`config.mk`:
```
export PLATFORM = sky130hd
export DESIGN_NAME = parking_slot_manager
export DESIGN_NICKNAME = d
export VERILOG_FILES = /design/src/rtl/parking_pkg.sv /design/src/rtl/parking_slot_manager_encoder.sv /design/src/rtl/parking_slot_manager.sv
export SDC_FILE = /design/constraint.sdc
export NUM_CORES = 1
export LEC_CHECK = 0
export ABC_AREA = 1
export BUFFER_PORTS_ARGS = -buffer_cell sky130_fd_sc_hd__buf_4
export CAP_MARGIN = 10
export CORE_MARGIN = 1
export CORE_UTILIZATION = 45
export DETAILED_ROUTE_END_ITERATION = 8
export PLACE_DENSITY_LB_ADDON = 0.08
export SYNTH_ARGS = -nofsm -noshare
export SYNTH_HDL_FRONTEND = slang
export SYNTH_SLANG_ARGS = --single-unit
export TNS_END_PERCENT = 1
```
`constraint.sdc`:
```
create_clock -name clk -period 3.2 [get_ports clk]
set_input_delay 0.32 -clock clk [delete_from_list [all_inputs] [get_ports clk]]
set_output_delay 0.32 -clock clk [all_outputs]
set_load 0.005 [all_outputs]
```
`src/rtl/parking_pkg.sv`:
```
// Shared sizing defaults, FSM state encoding and slot-index type for the parking-lot slot manager.
package parking_pkg;

  localparam int unsigned N_SLOTS          = 8;
  localparam int unsigned SLOT_W           = 3;
  localparam int unsigned GATE_OPEN_CYCLES = 4;

  typedef enum logic {
    IDLE = 1'b0,
    GATE = 1'b1
  } state_t;

  typedef logic [SLOT_W-1:0] slot_idx_t;

endpackage

```
`src/rtl/parking_slot_manager_encoder.sv`:
```
// Lowest-set-bit priority encoder over the free-slot mask; bit 0 has the highest priority.
module lowest_free_encoder #(
  parameter int unsigned N_SLOTS = 8,
  parameter int unsigned SLOT_W  = 3
) (
  input  logic [N_SLOTS-1:0] free_mask,
  output logic [SLOT_W-1:0]  idx,
  output logic               any_free
);

  // Scan from the top down so the last (lowest) free index wins.
  always_comb begin
    idx      = '0;
    any_free = |free_mask;
    for (int i = int'(N_SLOTS) - 1; i >= 0; i--) begin
      if (free_mask[i]) idx = SLOT_W'(i);
    end
  end

endmodule

```
`src/rtl/parking_slot_manager.sv`:
```
// Parking-lot occupancy bitmap owner: allocates the lowest free slot on admitted entry,
// frees slots on exit and times the entry gate-open pulse.
module parking_slot_manager
  import parking_pkg::*;
#(
  parameter int unsigned N_SLOTS          = parking_pkg::N_SLOTS,
  parameter int unsigned SLOT_W           = parking_pkg::SLOT_W,
  parameter int unsigned GATE_OPEN_CYCLES = parking_pkg::GATE_OPEN_CYCLES
) (
  input  logic               clk,
  input  logic               rst_n,
  input  logic               entry_req,
  input  logic               entry_enable,
  input  logic               exit_req,
  input  logic [SLOT_W-1:0]  exit_slot,
  output logic [N_SLOTS-1:0] parking_capacity,
  output logic [SLOT_W:0]    free_count,
  output logic               entry_grant,
  output logic [SLOT_W-1:0]  grant_slot,
  output logic               gate_open,
  output logic               exit_err
);

  localparam int unsigned TIMER_W = (GATE_OPEN_CYCLES > 1) ? $clog2(GATE_OPEN_CYCLES) : 1;

  state_t               r_state;
  logic [TIMER_W-1:0]   r_timer;
  logic [N_SLOTS-1:0]   r_cap;
  logic [SLOT_W:0]      r_free;
  logic                 r_grant;
  logic [SLOT_W-1:0]    r_grant_slot;
  logic                 r_gate;
  logic                 r_err;

  logic [SLOT_W-1:0]    w_free_idx;
  logic                 w_any_free;
  logic                 w_alloc;
  logic                 w_exit_ok;
  logic [N_SLOTS-1:0]   w_alloc_mask;
  logic [N_SLOTS-1:0]   w_exit_mask;

  lowest_free_encoder #(
    .N_SLOTS (N_SLOTS),
    .SLOT_W  (SLOT_W)
  ) u_enc (
    .free_mask (~r_cap),
    .idx       (w_free_idx),
    .any_free  (w_any_free)
  );

  // An out-of-range exit slot shifts to an all-zero mask, so it reads as "not occupied".
  always_comb begin
    w_exit_mask  = N_SLOTS'(1) << exit_slot;
    w_exit_ok    = exit_req && ((r_cap & w_exit_mask) != '0);
    w_alloc      = (r_state == IDLE) && entry_req && entry_enable && w_any_free;
    w_alloc_mask = w_alloc ? (N_SLOTS'(1) << w_free_idx) : '0;
  end

  // Allocation searches the pre-exit bitmap, so the allocated and freed slots never collide.
  always_ff @(posedge clk or negedge rst_n) begin
    if (!rst_n) begin
      r_state      <= IDLE;
      r_timer      <= '0;
      r_cap        <= '0;
      r_free       <= (SLOT_W+1)'(N_SLOTS);
      r_grant      <= 1'b0;
      r_grant_slot <= '0;
      r_gate       <= 1'b0;
      r_err        <= 1'b0;
    end else begin
      r_grant <= w_alloc;
      r_err   <= exit_req && !w_exit_ok;
      r_cap   <= (r_cap | w_alloc_mask) & ~(w_exit_ok ? w_exit_mask : '0);
      r_free  <= r_free - (SLOT_W+1)'(w_alloc) + (SLOT_W+1)'(w_exit_ok);
      if (w_alloc) r_grant_slot <= w_free_idx;

      case (r_state)
        IDLE: begin
          if (w_alloc) begin
            r_state <= GATE;
            r_gate  <= 1'b1;
            r_timer <= TIMER_W'(GATE_OPEN_CYCLES - 1);
          end
        end
        GATE: begin
          if (r_timer == '0) begin
            r_state <= IDLE;
            r_gate  <= 1'b0;
          end else begin
            r_timer <= r_timer - TIMER_W'(1);
          end
        end
        default: begin
          r_state <= IDLE;
          r_gate  <= 1'b0;
        end
      endcase
    end
  end

  assign parking_capacity = r_cap;
  assign free_count       = r_free;
  assign entry_grant      = r_grant;
  assign grant_slot       = r_grant_slot;
  assign gate_open        = r_gate;
  assign exit_err         = r_err;

endmodule

```
==> impl_metrics.toml <==
[placement]
dp.final_hpwl_um = 1750
port_buffers = 25
gp_congestion = 0.896

[sta]
fin_worst_skew_ns = 0.00311
setup_violations = 0
slew_viol_final = 0
fmax_mhz = 442
slew-limit-headroom_pct = 82.8
post-route-period-util_pct = 70.6
finalCriticalPeriod_ns = 2.26
worst_pin_slew_ns = 0.258
rsz0062_at_grt = "no"
hold_violations = 0
setup_tns_ns = 0

[global_route]
grt_max_degree = 22
grt_first_pass_wirelength_um = 3660
grt_usage_pct = 17.8
antenna_found_initial = 0
overflow = 0
grt_pass1_vias = 881

[route]
drtIter0Drc = 9
dr.pass1.iters = 4
routed-via-count = 989
ant_nets = 0
vias_per_cell = 4.78
drc = 0
wl_per_cell_um = 10.8
wl_um = 2230

[critical_path]
critPathMaxStageDelay_ns = 0.49
crit_path_end_kind = "register"
worstSetupStartpointType = "register"
critPathMostFrequentCell = "inv_1"
crit_fanout = 7
critPathRequiredTime_ns = 3.40
path_cells = "nand2_2 > nor2_4 > inv_2 > o21ai_4 > inv_2 > ha_1 > inv_1 > ha_1 > inv_1 > fa_1 > inv_1"
worstSetupPathType = "register to register"
critPathArrivalTime_ns = 2.46
crit_slowest_cell = "dfrtp_1"

[synthesis]
syn_area_sq_mm = 0.00120
syn_inst = 150
synth.distinct_cells = 25
synthAdderAreaFrac_pct = 6.85
synthSimpleGateAreaFrac_pct = 24.7
synth_compound_area_share_pct = 11.3
yosys_warnings = 0
yosys.area_share.xor_xnor_pct = 2.18
ys_seq_area_share_pct = 43.7
async_reset_ff_share_pct = 100
synth_edf_count = 0
syn_area_per_cell_sq_um = 8.03
muxShareOfSynthArea_pct = 0
netlist_top_cells_area = "dfrtp_1, nand2_1, inv_1, ha_1, nand3_1"
ys_ff_latch = 21
yosysTopAreaCell = "dfrtp_1"
synth_flop_cell = "dfrtp_1"
synth_top_family_by_area = "simple AND/OR/NAND/NOR gates"
synth_top_area_share_pct = 41.5
yosys-top-cells-count = "nand2_1, inv_1, dfrtp_1, nand3_1, nor2_1"
syn_nets = 164
synth.most_common_cell = "nand2_1"

[clock_network]
cts_root_buf = "clkbuf_4"
numCtsBuffers = 3
htree_levels = 1
clock-sinks = 21
post_cts_buffers = 0
cts_tree = "yes"
clkLatencyLatePin_ns = 0.29
postCtsResizedCells = 0
cts.clk_slew.worst_paths_ns = 0.11
cts_buffer_depth = 2
ctsHoldBuffers = 1

[floorplanning]
die_h_um = 53.7
start_util_pct = 48.2
rows = 18
coreArea_sq_mm = 0.00250
ioPinCount = 26
design.die.area_sq_mm = 0.00289
die_w_um = 53.7

[flow_run]
maxCapViolations = 0

[pwr]
p_per_area_mw_per_mm2 = 880
p_sw_w = 0.000523
p_leak_nw = 0.794
internal_power_w = 0.000754
p_seq_share_pct = 39.8
pwr-share-comb_pct = 50.6
p_clk_share_pct = 9.6
vdd_drop_max_uv = 555
swShare_pct = 41.0

[layout]
drive_above_1_share_pct = 24.9
final_core_util_pct = 58.1
nets = 192
fillers = 231
area_delta_synth_final_pct = 20.6
antenna_cells = 0

[outcome]
outcome = "completed"

[worst_hold_path]
hold_class = "input port to register"
## state kept, by name, indices dropped and copies added (netlist names)
name	cells
free_count	4
r_state	1
r_timer	2
grant_slot	3
gate_open	1
entry_grant	1
exit_err	1
parking_capacity	8
## cells in the final DEF, fill, tap and decap left out, types with 2 or more instances in the layout
cell	Yosys	routed
inv_2	6	6
nand2_2	2	2
clkbuf_4	0	3
inv_1	26	26
xnor2_1	2	2
buf_4	0	25
o21ai_2	2	2
o21ai_1	8	8
dfrtp_1	20	20
nor2_1	10	10
nand4_1	7	7
o21ai_0	3	3
ha_1	5	5
a21oi_1	5	5
nand2_1	28	28
o21bai_1	2	2
nand3_1	12	12
## final cells by class
| type | count | area (sq um) | share of cell area (%) |
|---|---|---|---|
| timing repair buffer | 26 | 198 | 13.6 |
| multi-input combinational | 94 | 543 | 37.4 |
| clock buffer | 3 | 22.5 | 1.55 |
| inverter | 32 | 120 | 8.27 |
| tap | 30 | 37.5 | 2.58 |
| sequential | 21 | 527 | 36.3 |
| clock inverter | 1 | 5.00 | 0.345 |
## final timing paths
kind / start / endpoint / slack (ns) / cells after the start
worst max-delay path: parking_capacity[0] / free_count[1] / 0.94 / 11
worst min-delay path: exit_req / exit_err / 0.26 / 3
worst max register to register: parking_capacity[0] / free_count[1] / 0.94 / 11
worst min register to register: r_state / gate_open / 0.48 / 1
max in group asynchronous: rst_n / free_count[3] / 2.50 / 2
min in group asynchronous: rst_n / grant_slot[1] / 0.43 / 2
## power by group through the flow
| stage | Clock, W | Combinational, W | Sequential (W) |
|---|---|---|---|
| 2_1_floorplan | 0 | 0.000413 | 0.000505 |
| 3_3_place_gp | 0 | 0.000648 | 0.000515 |
| 3_5_place_dp | 0 | 0.000655 | 0.000518 |
| 4_1_cts | 0.000130 | 0.000658 | 0.000512 |
| 5_1_grt | 0.000141 | 0.000750 | 0.000532 |
| 6_report | 0.000122 | 0.000647 | 0.000509 |
## worst max-delay path: cells and delay by family (launching register included)
kind            cells  cell delay (ns)
fa+ha+maj           3             0.92
flops               1             0.49
simple gates        2             0.29
buf+inv             5             0.27
compound gates      1             0.20
## metal layers
| metal | up-vias | global-route usage, % | part of all wire [%] |
|---|---|---|---|
| met5 | - | 0 | 0 |
| met1 | 437 | 24.3 | 50 |
| met3 | 4 | 5.08 | 3.5 |
| met4 | 0 | 6.14 | 1.5 |
| met2 | 20 | 26.5 | 45 |
| li1 | 528 | - | - |
## cells by family after synthesis
group                    count (synthesis)
AND/OR/NAND/NOR                         63
AO/OA/AOI/OAI                           22
XOR/XNOR                                 3
buffers and inverters                   35
adder cells (fa/ha/maj)                  6
flip-flops                              21
## stage by stage
stage	total power (W)	setup WS, ns	cell area [sq um]	std cells	hold slack [ns]
after global placement	0.00116	0.893	1420	202	0.214
after CTS	0.00130	0.931	1450	207	0.246
after floorplan	0.000919	1.02	1200	150	0.0244
final	0.00128	0.939	1450	207	0.264
after detailed placement	0.00117	0.859	1420	202	0.214
after global routing	0.00142	0.830	1450	207	0.252
Note: power is estimated with default switching activity, not from simulation.
